`src/rtl/serdes_frame_arbiter.sv`:
```
// Round-robin frame arbiter: locks onto one requester for a full N_SAMPLES-word frame
// and forwards its words combinationally, tagged with source index and last-beat flag.
module serdes_frame_arbiter #(
  parameter int BIT_WIDTH = 32,
  parameter int N_SAMPLES = 8,
  parameter int N_REQ     = 4,
  localparam int SRC_W    = (N_REQ > 1) ? $clog2(N_REQ) : 1,
  localparam int BEAT_W   = (N_SAMPLES > 1) ? $clog2(N_SAMPLES) : 1
) (
  input  logic                       clk,
  input  logic                       reset,
  input  logic [N_REQ-1:0]           req_en,
  input  logic [N_REQ*BIT_WIDTH-1:0] recv_msg,
  input  logic [N_REQ-1:0]           recv_val,
  output logic [N_REQ-1:0]           recv_rdy,
  output logic [BIT_WIDTH-1:0]       send_msg,
  output logic                       send_val,
  input  logic                       send_rdy,
  output logic [SRC_W-1:0]           send_src,
  output logic                       send_last
);

  typedef enum logic {IDLE, BURST} state_t;

  localparam logic [BEAT_W-1:0] LAST_BEAT = BEAT_W'(N_SAMPLES - 1);

  state_t            state, state_n;
  logic [SRC_W-1:0]  grant, grant_n;
  logic [SRC_W-1:0]  rr_ptr, rr_ptr_n;
  logic [BEAT_W-1:0] beat, beat_n;
  logic [SRC_W-1:0]  pick;
  logic              pick_found;
  logic [N_REQ-1:0]  eligible;
  logic              handshake;

  // Index addition modulo N_REQ, explicit so non-power-of-two counts wrap correctly.
  function automatic logic [SRC_W-1:0] wrap_add(input logic [SRC_W-1:0] base, input int offset);
    int sum;
    sum = int'(base) + offset;
    if (sum >= N_REQ) sum = sum - N_REQ;
    return SRC_W'(sum);
  endfunction

  // Scan from the farthest offset back to rr_ptr so the closest eligible index wins.
  always_comb begin
    eligible   = recv_val & req_en;
    pick_found = 1'b0;
    pick       = rr_ptr;
    for (int k = N_REQ - 1; k >= 0; k--) begin
      if (eligible[wrap_add(rr_ptr, k)]) begin
        pick_found = 1'b1;
        pick       = wrap_add(rr_ptr, k);
      end
    end
  end

  always_comb begin
    send_val  = 1'b0;
    send_msg  = '0;
    send_src  = grant;
    send_last = 1'b0;
    recv_rdy  = '0;
    if (state == BURST) begin
      send_val        = recv_val[grant];
      send_msg        = recv_msg[grant*BIT_WIDTH +: BIT_WIDTH];
      send_last       = (beat == LAST_BEAT);
      recv_rdy[grant] = send_rdy;
    end
  end

  assign handshake = send_val & send_rdy;

  // A stalled or idle-valid owner keeps the lock; only the final handshake releases it.
  always_comb begin
    state_n  = state;
    grant_n  = grant;
    beat_n   = beat;
    rr_ptr_n = rr_ptr;
    case (state)
      IDLE: begin
        if (pick_found) begin
          state_n = BURST;
          grant_n = pick;
          beat_n  = '0;
        end
      end
      BURST: begin
        if (handshake) begin
          if (beat == LAST_BEAT) begin
            state_n  = IDLE;
            beat_n   = '0;
            rr_ptr_n = wrap_add(grant, 1);
          end else begin
            beat_n = beat + BEAT_W'(1);
          end
        end
      end
      default: state_n = IDLE;
    endcase
  end

  always_ff @(posedge clk) begin
    if (reset) begin
      state  <= IDLE;
      grant  <= '0;
      beat   <= '0;
      rr_ptr <= '0;
    end else begin
      state  <= state_n;
      grant  <= grant_n;
      beat   <= beat_n;
      rr_ptr <= rr_ptr_n;
    end
  end

endmodule

```
`config.mk`:
```
export PLATFORM = sky130hd
export DESIGN_NAME = serdes_frame_arbiter
export DESIGN_NICKNAME = d
export VERILOG_FILES = /design/src/rtl/serdes_frame_arbiter.sv
export SDC_FILE = /design/constraint.sdc
export NUM_CORES = 1
export LEC_CHECK = 0
export CORE_ASPECT_RATIO = 1.25
export CORE_MARGIN = 3
export CORE_UTILIZATION = 28
export CTS_CLUSTER_DIAMETER = 150
export DETAILED_ROUTE_END_ITERATION = 10
export PLACE_DENSITY = 0.82
export SKIP_LAST_GASP = 1
export SYNTH_ARGS = -nofsm -noshare
export SYNTH_HDL_FRONTEND = slang
export SYNTH_SLANG_ARGS = --single-unit
```
`constraint.sdc`:
```
create_clock -name clk -period 2.2 [get_ports clk]
set_clock_uncertainty 0.2 [all_clocks]
set_input_delay 0.22 -clock clk [delete_from_list [all_inputs] [get_ports clk]]
set_output_delay 0.22 -clock clk [all_outputs]
set_load 0.01 [all_outputs]
```
# [Word level (Yosys, flattened, before mapping)]
# Cells that the tools add are included.
[word_totals] out_inout_bits=40 register_bits=8 latch_bits=0 romBits=0 ramBits=0 mem_count=0 word_cells=74
[op_classes] shift=1 eq_ne=3 n_mux=37 multipliers=0 n_div=0 magnitude_cmp=11 reduce_logical=4 n_bitwise=4 n_addsub=10
[ops] op="variable part select 128 x 8 -> 32 bit" count=1
[ops] op="2-to-1 mux 32 bit" count=1
[ops] op="2-to-1 mux 2 bit" count=9
[ops] op="less-than comparator 2 x 3 -> 1 bit, second input constant" count=5
[ops] op="2-to-1 mux 1 bit" count=15
[ops] op=">= comparator 3 bit, second input constant" count=4
[ops] op="binary-select mux 1 bit (select 2 bit)" count=5
[ops] op="subtractor 2 x 1 -> 2 bit, second input constant" count=5
[ops] op="2-to-1 mux 3 bit" count=3
[ops] op="AND 4 bit" count=2
[ops] op="adder 2 x 1 -> 3 bit, second input constant" count=2
[ops] op="adder 2 x 2 -> 3 bit, second input constant" count=2
[ops] op="one-hot mux 3 bit (2 select lines)" count=1
[ops] op="2-to-1 mux 4 bit" count=1
[ops] op="AND reduction 2 bit" count=2
[ops] op="adder 3 x 1 -> 3 bit, second input constant" count=1
[ops] op="equality test 3 bit, second input constant" count=1
[ops] op=">= comparator 2 x 3 -> 1 bit, second input constant" count=1
[ops] op="AND reduction 3 bit" count=1
[ops] op="demux 1 bit (select 2 bit)" count=1
[ops] op=">= comparator 2 x 1 -> 1 bit, second input constant" count=1
[ops] op="!= test 2 x 1 -> 1 bit, second input constant" count=1
[ops] op="!= test 2 bit, second input constant" count=1
[ops] op="one-hot mux 1 bit (2 select lines)" count=1
[ops] op="other kinds (3)" count=3

# [Longest topological paths before layout]
# Gate-level depths: netlist of the first run.
[depth] depth_word=11 depth_mapped=6 ltp_nobuf=5

# [Worst setup path before layout of the first run]
# OpenSTA, ideal clock, no wires.
[synth_timing] path_type="reg2out" from="reg grant[0], in the netlist send_src[0]" to="out send_msg[10]" stages_incl_launch_ff=5 path_buffers=2 slack_ns=0.129 t_required_ns=1.780 arrival_time_ns=1.651 path_cell_list="dfxtp_1 buf_2 buf_2 mux4_2 and2_1"
[synth_between] elab_chain_len=2
[synth_lines] element="start, declared" line="28" source="logic [SRC_W-1:0] grant, grant_n;"
[synth_lines] element="start signal, assigned" line="110" source="grant <= grant_n;"
[synth_lines] element="variable part select 128 x 8 -> 32 bit" line="65" source="send_msg = recv_msg[grant*BIT_WIDTH +: BIT_WIDTH];"
[synth_lines] element="2-to-1 mux 32 bit" line="63" source="if (state == BURST) begin"
[synth_lines] element="end, declared" line="16" source="output logic [BIT_WIDTH-1:0] send_msg,"
# Every way passes these cells.

# [Worst setup path after layout of the first run]
[layout_timing] from="reg grant[0], in the netlist send_src[0]" to="out send_msg[30]"
# Same word-level chain as after synthesis.

==> impl_results.md, run 1 <==
* Die area at between 6000 and 7000 µm²
* Rows at 29
* Layout fillers at 435
* # nets final at 479
* CP max stage cell: mux4_2
* Worst setup SP type: flip-flop
* Largest stage delay, worst path at ~0.48 ns
* Worst IR drop on VDD at 414 µV
* Final Cycle Share at 101%
* Root buffer cell: clkbuf_8
* Setup WS pre-CTS at -0.0870 ns
* Share of the synthesized area in the top cell type at around 47%
* Max-slew violations at 0
* DRC violations left at 0
* Pre-antenna DRT Iters at 4
* Count leader, synth: and2_1
* Mapped cell area at 1570 µm²
* Sequential fraction of the synthesis area at 10.2%
* Syn_nets at 292
* Core Box Area at 5260 µm²
* Power density over the cells at about 290 nW/µm²
* Total CTS buffers at 3
* WL final at 8270 µm
* CP Max Fanout at 7
* Critical path cell sequence: bufbuf_16 > mux4_2 > and2_1 > dlygate4sd2_1
* Wire per inst at 21.0 µm
* Initial antenna violation count at 0
* Longest Clk Path Bufs at 2
* Area Growth Syn to Fin at 129%
* F_max at 449 MHz
* Proportion of layout cells with a drive suffix above 1 at 22.6%
* Via count at 2073
* Clk_lat worst skew at approximately 0.23 ns
* Crit path time final at 2.23 ns
* CTS tree: done
* Clock sink count at 8
* Avg Cell Area, Syn at 10.7 µm²
* Most used DFF post-synth: dfxtp_1
* Max Cap Viol at 0
* Final instance area at 3600 µm²
* Final setup fails at 7
* Synthesis-stage register bit count at 8
* Synth area leaders: mux4_2, and2_1, dfxtp_1
* Status: finished, violations left
* Overall routing resource usage at 23.5%
* Type of the worst setup path: flip-flop to output port
* Grt total ovfl at 0
* RSZ-0062 raised after global routing: true
* Placement Cell Area at 3490 µm²
* Antenna diodes at 0
* Async set-or-reset flop fraction in the synthesized netlist at 0%
* Die H at 89.8 µm
* Global-route wire length before repair at 12000 µm
* Initial drt markers at 79
* Netlist cell types at 32
* Failing checks: setup timing
* DIE WIDTH at 73.1 µm
* Lkg Pwr at 0.00150 µW
* Initial Util at 29.9%
* Post-layout util at 68.5%
* Number of synthesized flops with an enable pin at 0
* Clock transition at the registers of the reported paths at roughly 0.04 ns
* Worst setup margin at -0.0264 ns
* Vias in the first global route at 2138
* Worst endpoint required time at approximately 1.8 ns
* Top cells by count, synth: and2_1, mux4_2, dfxtp_1
* Worst EP arrival at 1.81 ns
* Final Hold Fails at 0
* Cells after synthesis at 147
* Post-route ant nets at 0
* Worst-margin pin slew at 0.337 ns
* Io pins at 179
* Cell taking the most area after synthesis: mux4_2
* H-tree depth at 1
* Worst hold path type: flip-flop to flip-flop
* Routability congestion estimate at between 0.9 and 1
* Via density at 5.26
* # hold bufs at CTS at 0
* Largest net degree at the start of global routing at 33
* Final HPWL DP at 6790 µm
* Syn. warnings at 0
* Rel. slew slack at ~77%
* IO Port Bufs at 178
* Crit end category: output port
-- registers in the layout (all words and copies together), names as in the netlist --
signal / count
beat: 3
rr_ptr: 2
send_src: 2
state: 1
-- kinds of logic after synthesis --
family | after synthesis | synth area share [%]
simple gates | 66 | 25.5
mux | 35 | 48.5
buf+inv | 17 | 4.77
compound gates | 15 | 6.28
flops | 8 | 10.2
fa+ha+maj | 6 | 4.77
-- per-stage QoR --
step / power, µW / std cells / hold WS (ns) / setup TNS, ns
5_1_grt: 1090 / 394 / 0.303 / -0.498
2_1_floorplan: 424 / 147 / 0.170 / 0
3_5_place_dp: 858 / 381 / 0.270 / -0.114
4_1_cts: 1040 / 392 / 0.275 / -1.45
3_3_place_gp: 847 / 381 / 0.259 / -0.0974
6_report: 1040 / 394 / 0.275 / -0.0926
-- routing by layer --
layer	vias to the layer above	track usage (%)	part of all wire (%)
li1	957	-	-
met1	1002	26.2	36
met2	106	42.2	52
met3	8	8.93	11
met4	0	3.54	1.4
met5	-	0	0
-- power by group --
group / leakage, µW / internal, µW / total (µW) / switching (µW)
clock network: 0.0000216 / 119 / 178 / 59.7
logic: 0.00141 / 473 / 702 / 228
registers: 0.0000662 / 151 / 156 / 5.53
-- cell usage in the layout, fill, tap and decap left out, drive strengths merged, types with 2 or more instances in the layout --
| cell | count |
|---|---|
| dlygate4sd2 | 13 |
| nand3 | 6 |
| clkbuf | 19 |
| mux2i | 2 |
| nor2 | 2 |
| nand3b | 2 |
| dlymetal6s2s | 6 |
| a31oi | 2 |
| nand4 | 4 |
| mux4 | 33 |
| ha | 6 |
| and2 | 35 |
| dfxtp | 8 |
| a21oi | 4 |
| and3 | 4 |
| buf | 17 |
| nand2 | 7 |
| clkdlybuf4s50 | 142 |
| clkdlybuf4s15 | 2 |
| o21ai | 3 |
| inv | 2 |
-- cell type report --
| class | count | area [µm²] | area share (%) |
|---|---|---|---|
| repair buffers | 197 | 1970 | 54.7 |
| multi-input cells | 122 | 1340 | 37.2 |
| flip-flops and latches | 8 | 165 | 4.58 |
| well taps | 62 | 77.6 | 2.15 |
| clock buffers | 3 | 41.3 | 1.15 |
| inverters | 2 | 7.51 | 0.208 |
-- critical path, delay by kind of cell, from the launching register on --
family / cells / cell delay [ns]
muxes: 1 / 0.48
DFF: 1 / 0.37
buffers and inverters: 2 / 0.57
and+or+nand+nor: 1 / 0.16
-- timing repair --
action	CTS	global route
setup buffers	7	1
pin swaps	0	0
gates cloned	1	1
resized for setup	31	40
endpoints found under the setup margin	35	25
-- path summary, 6_finish.rpt --
check,startpoint,to,cells past startpoint,slack [ns]
hold reg to reg,beat[1],beat[1],2,0.28
setup reg to reg,send_src[0],beat[0],6,0.16
hold / removal,beat[1],beat[1],2,0.28
setup / recovery,send_src[0],send_msg[30],4,-0.03
Note: power is estimated with default switching activity, not from simulation.
==> run 2, diff against run 1 <==
--- a/config.mk
+++ b/config.mk
@@ -11,6 +11,7 @@
 export CTS_CLUSTER_DIAMETER = 150
 export DETAILED_ROUTE_END_ITERATION = 10
 export PLACE_DENSITY = 0.82
+export REMOVE_ABC_BUFFERS = 1
 export SKIP_LAST_GASP = 1
 export SYNTH_ARGS = -nofsm -noshare
 export SYNTH_HDL_FRONTEND = slang
==> run 2 against run 1 <==
  * The run still ends with setup timing left
  * Clock-buffer cell count unchanged
  * Setup slack worse by 0.018 ns
  * Core utilization rose by 0.86 points
  * Largest power group unchanged
==> impl_results.md, run 2 (synthesis results as in run 1) <==
* Status: finished, violations left
* Failing checks: setup timing
* Commonest cells after routing, fill and taps aside: clkdlybuf4s50_1, and2_1, mux4_2, dlygate4sd2_1, buf_4
* Total CTS buffers at 3
* CTS tree: done
* Buf/Inv on CP at 3
* Die area at 6560 µm²
* Area Growth Syn to Fin at 132%
* Die H at approximately 90 µm
* DRC violations left at 0
* Hold Crit Depth at 2
* Initial antenna violation count at 0
* DIE WIDTH at approximately 73 µm
* Critical path cell sequence: buf_12 > buf_4 > mux4_2 > and2_1 > dlygate4sd2_1
* Crit end category: output port
* Rows at 29
* IO Port Bufs at 178
* Reg2reg end: beat[0]
* Proportion of layout cells with a drive suffix above 1 at around a fifth
* Final HPWL DP at 6320 µm
* Pre-antenna DRT Iters at 4
* Routability congestion estimate at 0.873
* Worst Reg2Reg Path Length in Cells at 7
* Final Hold Fails at 0
* Worst-margin pin slew at 0.357 ns
* Commonest non-fill, non-tap cell in the layout: clkdlybuf4s50_1
* # nets final at ~480
* Antenna diodes at 0
* Root buffer cell: clkbuf_8
* Final Cycle Share at 102%
* Delay-heaviest family, CP: buffers and inverters
* FF-to-FF setup slack at around 0.15 ns
* Hold EP: beat[2]
* Core Box Area at ~5300 µm²
* HP Start: beat[2]
* Final setup fails at 6
* WL final at 7710 µm
* Initial Util at 29.9%
* CP Max Fanout at 7
* Clock sink count at 8
* Grt total ovfl at 0
* Longest Clk Path Bufs at 2
* Wire per inst at 19.5 µm
* Io pins at 179
* Clock transition at the registers of the reported paths at 0.04 ns
* RSZ-0062 raised after global routing: true
* Largest Register: beat
* Rel. slew slack at 76.1%
* Clk_lat worst skew at 0.23 ns
* Worst EP arrival at 1.82 ns
* Worst hold path type: flip-flop to flip-flop
* Power density over the cells at 281 nW/µm²
* Post-route ant nets at 0
* CP max stage cell: mux4_2
* Max Cap Viol at 0
* Max-slew violations at 0
* RR Startpoint: send_src[0]
* Initial drt markers at 63
* Setup WS pre-CTS at -0.0226 ns
* H-tree depth at 1
* Worst setup margin at -0.0443 ns
* F_max at 446 MHz
* Post-layout util at 69.3%
* Layout fillers at 408
* Max reg flops at 3
* Worst setup SP type: flip-flop
* Via count at 2094
* Type of the worst setup path: flip-flop to output port
* Worst endpoint required time at approximately 1.8 ns
* Vias in the first global route at about 2100
* Largest stage delay, worst path at 0.47 ns
* Overall routing resource usage at 21.9%
* Global-route wire length before repair at 11300 µm
* Lkg Pwr at 0.00157 µW
* Largest net degree at the start of global routing at 46
* Worst IR drop on VDD at 199 µV
* Crit path time final at 2.24 ns
* Via density at around 5.3
## run 2: changes by cell type in the layout (fill, tap and decap cells not counted), sizes merged
cell / delta
buf: +2
dlymetal6s2s: +2
dlygate4sd2: +11
clkdlybuf4s15: -2
bufbuf: -1
clkdlybuf4s50: -1
clkbuf: -9
## run 2: cell type report
class / instances / area [µm²] / area share (%)
well taps: 62 / 77.6 / 2.13
flip-flops and latches: 8 / 168 / 4.60
inverters: 2 / 7.51 / 0.206
clock buffers: 3 / 41.3 / 1.13
repair buffers: 199 / 2010 / 55.2
multi-input cells: 122 / 1340 / 36.7
## run 2: how the worst max path moves through the flow
| stage | slack, ns | from | to | cells after the start |
|---|---|---|---|---|
| after floorplan | -0.91 | send_src[0] | beat[0] | 4 |
| after global placement | -0.01 | recv_val[3] | send_val | 4 |
| after detailed placement | -0.02 | recv_val[3] | send_val | 4 |
| after CTS | -0.16 | send_src[0] | send_msg[8] | 4 |
| after global routing | -0.08 | send_src[0] | send_msg[31] | 5 |
| final | -0.04 | send_src[0] | send_msg[31] | 5 |
## run 2: tightest hold or removal path: cells and delay by family, from the launching register on
kind / cells / cell delay, ns
DFF: 1 / 0.30
and+or+nand+nor: 1 / 0.06
AOI/OAI and AO/OA: 1 / 0.06
## run 2: where the power goes
part	switching [µW]	internal (µW)
clock	57.6	119
combinational	216	473
sequential	9.39	150
## run 2: layer usage
layer / vias to the layer above / GRT usage (%) / share of wire [%]
met5: - / 0 / 0
met4: 0 / 7.38 / 3.0
met3: 20 / 5.36 / 9.8
met2: 134 / 38.7 / 53
met1: 979 / 25.0 / 35
li1: 961 / - / -
## run 2: stage by stage
stage	power [µW]	hold WS, ns	setup TNS [ns]	area [µm²]	std cells
floorplan	412	0.0891	-27.92	1510	132
global placement	846	0.261	-0.0188	3510	382
detailed placement	859	0.269	-0.0281	3510	382
CTS	1020	0.275	-1.07	3550	390
global route	1090	0.297	-0.512	3650	396
finish	1020	0.272	-0.115	3650	396
## run 2: what timing repair did
item	4_1_cts	5_1_grt
cloned	0	2
pin swaps	0	0
hold buffers	0	0
setup buffers	5	4
hold endpoints to repair	0	0
setup endpoints to repair	33	17
gates resized for setup	30	19
